## src/rtl/sha1_job_scheduler_if.sv

```systemverilog
// Request/response bundle between requesters and the shared SHA-1 job scheduler.
// The master drives jobs and accepts responses; the slave is the scheduler.
interface sha1_job_scheduler_if #(
   parameter int NREQ = 4
);
   localparam int IDW = (NREQ > 1) ? $clog2(NREQ) : 1;

   // Both channels use valid/ready: a transfer happens on a rising clk edge where
   // valid and ready are both high; valid and its payload hold until that edge.
   logic [NREQ-1:0]    req_valid;
   logic [NREQ*32-1:0] req_addr;
   logic [NREQ*32-1:0] req_size;
   logic [NREQ-1:0]    req_ready;
   logic               resp_valid;
   logic               resp_ready;
   logic [IDW-1:0]     resp_id;
   logic [159:0]       resp_hash;
   logic               resp_err;

   modport master (
      output req_valid, req_addr, req_size, resp_ready,
      input  req_ready, resp_valid, resp_id, resp_hash, resp_err
   );

   modport slave (
      input  req_valid, req_addr, req_size, resp_ready,
      output req_ready, resp_valid, resp_id, resp_hash, resp_err
   );
endinterface

```

## src/rtl/sha1_job_scheduler.sv

```systemverilog
// Round-robin scheduler sharing one SHA1_hash core among NREQ requesters,
// with a start-masking window for stale done and a watchdog abort.
module sha1_job_scheduler #(
   parameter int NREQ     = 4,
   parameter int MASK_CYC = 2,
   parameter int TMO_W    = 16
) (
   input  logic                 clk,
   input  logic                 nreset,
   sha1_job_scheduler_if.slave  bus,
   output logic                 core_start,
   output logic [31:0]          core_addr,
   output logic [31:0]          core_size,
   input  logic                 core_done,
   input  logic [159:0]         core_hash,
   output logic                 busy
);
   localparam int IDW = (NREQ > 1) ? $clog2(NREQ) : 1;
   localparam int MW  = (MASK_CYC > 1) ? $clog2(MASK_CYC) : 1;

   localparam logic [2:0] S_IDLE  = 3'd0;
   localparam logic [2:0] S_START = 3'd1;
   localparam logic [2:0] S_MASK  = 3'd2;
   localparam logic [2:0] S_BUSY  = 3'd3;
   localparam logic [2:0] S_RESP  = 3'd4;

   logic [2:0]       state;
   logic [IDW-1:0]   rr_ptr;
   logic [IDW-1:0]   id;
   logic [MW-1:0]    mask_cnt;
   logic [TMO_W-1:0] wdog;
   logic [TMO_W-1:0] wdog_next;
   logic [159:0]     hash_q;
   logic             err_q;

   logic             grant_any;
   logic [IDW-1:0]   grant_id;
   logic [31:0]      grant_addr;
   logic [31:0]      grant_size;

   // Scan offsets from far to near so the closest pending requester at or after rr_ptr wins.
   always_comb begin
      logic [IDW:0]   sum;
      logic [IDW-1:0] idx;
      grant_any = 1'b0;
      grant_id  = '0;
      sum       = '0;
      idx       = '0;
      for (int i = NREQ - 1; i >= 0; i--) begin
         sum = {1'b0, rr_ptr} + (IDW+1)'(i);
         if (sum >= (IDW+1)'(NREQ)) sum = sum - (IDW+1)'(NREQ);
         idx = sum[IDW-1:0];
         if (bus.req_valid[idx]) begin
            grant_any = 1'b1;
            grant_id  = idx;
         end
      end
   end

   always_comb begin
      grant_addr = '0;
      grant_size = '0;
      for (int j = 0; j < NREQ; j++) begin
         if (grant_id == IDW'(j)) begin
            grant_addr = bus.req_addr[32*j +: 32];
            grant_size = bus.req_size[32*j +: 32];
         end
      end
   end

   // Gated by nreset so no accept is offered while reset is held.
   always_comb begin
      bus.req_ready = '0;
      if (nreset && state == S_IDLE && grant_any) bus.req_ready[grant_id] = 1'b1;
   end

   assign wdog_next      = wdog + TMO_W'(1);
   assign core_start     = (state == S_START);
   assign busy           = (state != S_IDLE);
   assign bus.resp_valid = (state == S_RESP);
   assign bus.resp_id    = id;
   assign bus.resp_hash  = hash_q;
   assign bus.resp_err   = err_q;

   always_ff @(posedge clk or negedge nreset) begin
      if (!nreset) begin
         state     <= S_IDLE;
         rr_ptr    <= '0;
         id        <= '0;
         mask_cnt  <= '0;
         wdog      <= '0;
         hash_q    <= '0;
         err_q     <= 1'b0;
         core_addr <= '0;
         core_size <= '0;
      end else begin
         case (state)
            S_IDLE: begin
               if (grant_any) begin
                  id        <= grant_id;
                  core_addr <= grant_addr;
                  core_size <= grant_size;
                  state     <= S_START;
               end
            end
            S_START: begin
               mask_cnt <= MW'(MASK_CYC - 1);
               state    <= S_MASK;
            end
            S_MASK: begin
               if (mask_cnt == '0) begin
                  wdog  <= '0;
                  state <= S_BUSY;
               end else begin
                  mask_cnt <= mask_cnt - MW'(1);
               end
            end
            S_BUSY: begin
               wdog <= wdog_next;
               // A real completion takes priority over a watchdog expiry in the same cycle.
               if (core_done) begin
                  hash_q <= core_hash;
                  err_q  <= 1'b0;
                  state  <= S_RESP;
               end else if (&wdog_next) begin
                  hash_q <= '0;
                  err_q  <= 1'b1;
                  state  <= S_RESP;
               end
            end
            S_RESP: begin
               if (bus.resp_ready) begin
                  rr_ptr <= (id == IDW'(NREQ - 1)) ? '0 : id + IDW'(1);
                  state  <= S_IDLE;
               end
            end
            default: state <= S_IDLE;
         endcase
      end
   end
endmodule

```

## src/flat_wrapper.sv

```systemverilog
// flat-port wrapper written by rule: the top's interface ports become plain ports
module sha1_job_scheduler_flat 
#(
   parameter int NREQ     = 4,
   parameter int MASK_CYC = 2,
   parameter int TMO_W    = 16
)
  (clk, nreset, core_start, core_addr, core_size, core_done, core_hash, busy, bus_req_valid, bus_req_addr, bus_req_size, bus_resp_ready, bus_req_ready, bus_resp_valid, bus_resp_id, bus_resp_hash, bus_resp_err);
  sha1_job_scheduler_if #(.NREQ(NREQ)) bus_i ();
  input  logic clk;
  input  logic nreset;
  output logic core_start;
  output logic [31:0] core_addr;
  output logic [31:0] core_size;
  input  logic core_done;
  input  logic [159:0] core_hash;
  output logic busy;
  input wire logic [$bits(bus_i.req_valid)-1:0] bus_req_valid;
  input wire logic [$bits(bus_i.req_addr)-1:0] bus_req_addr;
  input wire logic [$bits(bus_i.req_size)-1:0] bus_req_size;
  input wire logic [$bits(bus_i.resp_ready)-1:0] bus_resp_ready;
  output wire logic [$bits(bus_i.req_ready)-1:0] bus_req_ready;
  output wire logic [$bits(bus_i.resp_valid)-1:0] bus_resp_valid;
  output wire logic [$bits(bus_i.resp_id)-1:0] bus_resp_id;
  output wire logic [$bits(bus_i.resp_hash)-1:0] bus_resp_hash;
  output wire logic [$bits(bus_i.resp_err)-1:0] bus_resp_err;
  assign bus_i.req_valid = bus_req_valid;
  assign bus_i.req_addr = bus_req_addr;
  assign bus_i.req_size = bus_req_size;
  assign bus_i.resp_ready = bus_resp_ready;
  assign bus_req_ready = bus_i.req_ready;
  assign bus_resp_valid = bus_i.resp_valid;
  assign bus_resp_id = bus_i.resp_id;
  assign bus_resp_hash = bus_i.resp_hash;
  assign bus_resp_err = bus_i.resp_err;
  sha1_job_scheduler #(.NREQ(NREQ), .MASK_CYC(MASK_CYC), .TMO_W(TMO_W)) u_core (.clk(clk), .nreset(nreset), .bus(bus_i), .core_start(core_start), .core_addr(core_addr), .core_size(core_size), .core_done(core_done), .core_hash(core_hash), .busy(busy));
endmodule
```

## config.mk

```make
export PLATFORM = sky130hd
export DESIGN_NAME = sha1_job_scheduler_flat
export DESIGN_NICKNAME = d
export VERILOG_FILES = /design/src/rtl/sha1_job_scheduler_if.sv /design/src/rtl/sha1_job_scheduler.sv /design/src/flat_wrapper.sv
export SDC_FILE = /design/constraint.sdc
export NUM_CORES = 1
export LEC_CHECK = 0
export CAP_MARGIN = 20
export CORE_AREA = 2 2 256 258
export DETAILED_ROUTE_END_ITERATION = 12
export DIE_AREA = 0 0 258 260
export GPL_TIMING_DRIVEN = 0
export PLACE_DENSITY = 0.49
export SLEW_MARGIN = 10
export SYNTH_ARGS = -nofsm -noshare
export SYNTH_HDL_FRONTEND = slang
export SYNTH_SLANG_ARGS = --single-unit
```

## constraint.sdc

```tcl
create_clock -name clk -period 4.9 [get_ports clk]
set_input_delay 0.49 -clock clk [delete_from_list [all_inputs] [get_ports clk]]
set_output_delay 0.49 -clock clk [all_outputs]
set_load 0.01 [all_outputs]
```

==> metrics.yaml <==
route:
  routed_wl_um: 70340
  drtPass1Iterations: 5
  antenna_left: 0
  drc_errors: 0
  drt_iter0_markers: 684
  route.vias.total: 13798
  avgRoutedWirePerCell_um: 24.41
  routed_via_density: 4.788
synthesis:
  syn_nets: 1728
  synth_area_um2: 16000
  yosysWarnings: 0
  avgSynthCellArea_um2: 12.30
  ys.flop_type: "dfrtp_1"
  synth_edf_count: 0
  yosysMostFrequentCell: "mux2i_1"
  ys_seq_elements: 249
  ys_top_cells_by_area: "dfrtp_1, a31oi_4, mux2i_1"
  async_flop_share_pct: 100.0
  yosysTopAreaCellShare_pct: 38.95
  synth_cells: 1301
  ys_seq_area_share_pct: 38.95
  synth_common_cells: "mux2i_1, dfrtp_1, a21oi_1"
  synth_top_area_cell: "dfrtp_1"
  synth_cell_types: 50
timing:
  finalCriticalPeriod_ps: 4002
  maxSlewViolCount: 0
  min_period_over_period_pct: 81.66
  hold_slack_ps: 486.5
  slew_headroom_pct: 27.87
  worstMarginPinSlew_ps: 1082
  finClkSkew_ps: 17.77
  setup_viol: 0
  rsz0062_at_grt: "false"
  hold_viol: 0
  fmax_mhz: 249.9
global_routing:
  grt_pass1_wl_um: 101800
  grt_antenna_before_repair: 13
  grt_start_max_net_pins: 95
  grt_use_total_pct: 20.24
  grt_pass1_vias: 14674
  grt-ovfl-total: 0
clocking:
  cts_tree: "done"
  cts_resized: 0
  path_clk_slew_ps: 50
  cts_setup_buffers: 0
  clock_latency_ps: 530
  cts.sinks: 249
  numCtsBuffers: 34
  root_buffer: "clkbuf_16"
  htree_levels: 2
  clk_path_buf_depth: 3
placed_design:
  io_buffer_count: 656
  gp_congestion: 0.8918
  dp.cells: 2814
  dpl_cell_area_um2: 23690
  hpwl_um: 55240
critical_path:
  cp_max_fo: 10
  start_kind: "input pin"
  crit_type: "input pin to primary output"
  crit_arrival_ps: 3510
  worstPathRequired_ps: 4410
  worstSetupEndpointType: "primary output"
power_and_ir_drop:
  switching_share_pct: 40.77
  ir_drop_mv: 0.2188
  power_density_nw_per_um2: 581.6
  p_clk_share_pct: 17.4
  p_int_mw: 8.552
  switchingPower_mw: 5.886
  leakagePower_nw: 10.04
  p_comb_share_pct: 57.3
  p_total_mw: 14.44
  pwr-share-seq_pct: 25.3
cells_and_area:
  finalNonFillerCells: 2882
  area_growth_pct: 55.18
  nFillCells: 6234
  register_area_um2: 6231
  fin_nets: 2423
  multi_input_area_um2: 8887
  final_area_um2: 24820
  drive_gt1_share_pct: 13.74
  post-route-util_pct: 38.72
floorplan:
  die_w_um: 258
  die_y_um: 260
  die_area_um2: 67080
  placementRows: 93
  io_pins: 658
  fp.coreArea_um2: 64120
  start_util_pct: 24.95
run:
  drv_cap: 0
worst_hold_path:
  hp-class: "flop to flop"
status:
  status: "finished, final reports clean"
[sequential cells by signal, summed over array words and instances, names as in the netlist]
| signal | cells |
|---|---|
| u_core.mask_cnt | 1 |
| u_core.core_size | 32 |
| u_core.core_addr | 32 |
| u_core.bus.resp_err | 1 |
| u_core.wdog | 16 |
| u_core.state | 3 |
| u_core.bus.resp_id | 2 |
| u_core.rr_ptr | 2 |
| u_core.bus.resp_hash | 160 |
[layer usage]
layer  part of all wire, %  vias to the layer above  GRT usage [%]
li1                      -                     6383              -
met1                    38                     6894          23.03
met2                    51                      411          35.83
met3                   7.3                      106          6.218
met4                   3.1                        4          7.017
met5                 0.043                        -              0
[logic make-up after synthesis]
kind of cell / after synthesis / synth area share, %
AOI/OAI and AO/OA: 452 / 32.39
xor gates and xnor gates: 1 / 0.05476
adders and majority gates: 3 / 0.2347
buffers and inverters: 145 / 5.491
DFF: 249 / 38.95
muxes: 290 / 18.16
and+or+nand+nor: 161 / 4.716
[worst max-delay path, stage by stage]
cell	delay, ps
clkdlybuf4s50_1	540
nand2b_1	120
a21oi_1	60
a211oi_1	210
clkbuf_1	370
buf_2	380
buf_2	430
nand3_1	160
nor2_1	130
clkdlybuf4s50_1	600
[final cells by class]
class | instances | area share (%)
plain buffers | 141 | 3.478
clock buffers | 50 | 4.158
repair buffers | 659 | 26.73
well taps | 855 | 4.309
clock inverters | 6 | 0.2470
flip-flops and latches | 249 | 25.10
inverters | 4 | 0.06048
multi-input cells | 907 | 35.80
diodes | 11 | 0.1109
[power groups by stage]
stage	Sequential, mW	Combinational, mW	Clock, mW
after floorplan	4.02	4.19	0
after global placement	3.66	8.27	0
after detailed placement	3.68	8.37	0
after CTS	3.66	8.40	2.61
after global routing	3.78	8.85	2.69
final	3.65	8.27	2.51
[worst paths after layout]
| path | end | cells after the start | slack, ps | from |
|---|---|---|---|---|
| setup / recovery | bus_req_ready[3] | 10 | 900 | bus_req_valid[1] |
| hold / removal | u_core.core_addr[26] | 2 | 490 | u_core.core_addr[26] |
| setup reg to reg | u_core.bus.resp_hash[130] | 9 | 1620 | u_core.wdog[1] |
| hold reg to reg | u_core.core_addr[26] | 2 | 490 | u_core.core_addr[26] |
| max in group asynchronous | u_core.core_size[28] | 3 | 3330 | nreset |
| min in group asynchronous | u_core.bus.resp_hash[57] | 2 | 550 | nreset |
[placed cells by master (no fill, tap or decap), types with 3 or more instances in the layout]
cell / n
a21oi_1: 168
a31oi_1: 8
a31oi_4: 160
and2_1: 3
and3_1: 3
and3b_1: 3
buf_1: 9
buf_12: 17
buf_2: 37
clkbuf_1: 81
clkbuf_16: 35
clkbuf_8: 10
clkdlybuf4s50_1: 655
clkinv_2: 3
dfrtp_1: 249
diode_2: 11
ha_1: 3
inv_1: 4
mux2i_1: 288
nand2_1: 90
nand2b_1: 4
nand3_1: 9
nand4_1: 9
nor2_1: 17
nor2b_1: 4
nor3_1: 6
o211ai_1: 3
o21ai_0: 32
o221ai_1: 64
o31ai_1: 3
[stage by stage]
step / setup slack (ps) / TNS [ps]
CTS: 835.5 / 0
global placement: -9194 / -2309160
detailed placement: 849.2 / 0
finish: 898.5 / 0
floorplan: 2620 / 0
global route: 721.2 / 0
[repair_timing]
item | in CTS | in global routing
hold buffers | 1 | 0
endpoints found under the hold margin | 73 | 0
setup endpoints to repair | 0 | 0
Note: power is estimated with default switching activity, not from simulation.
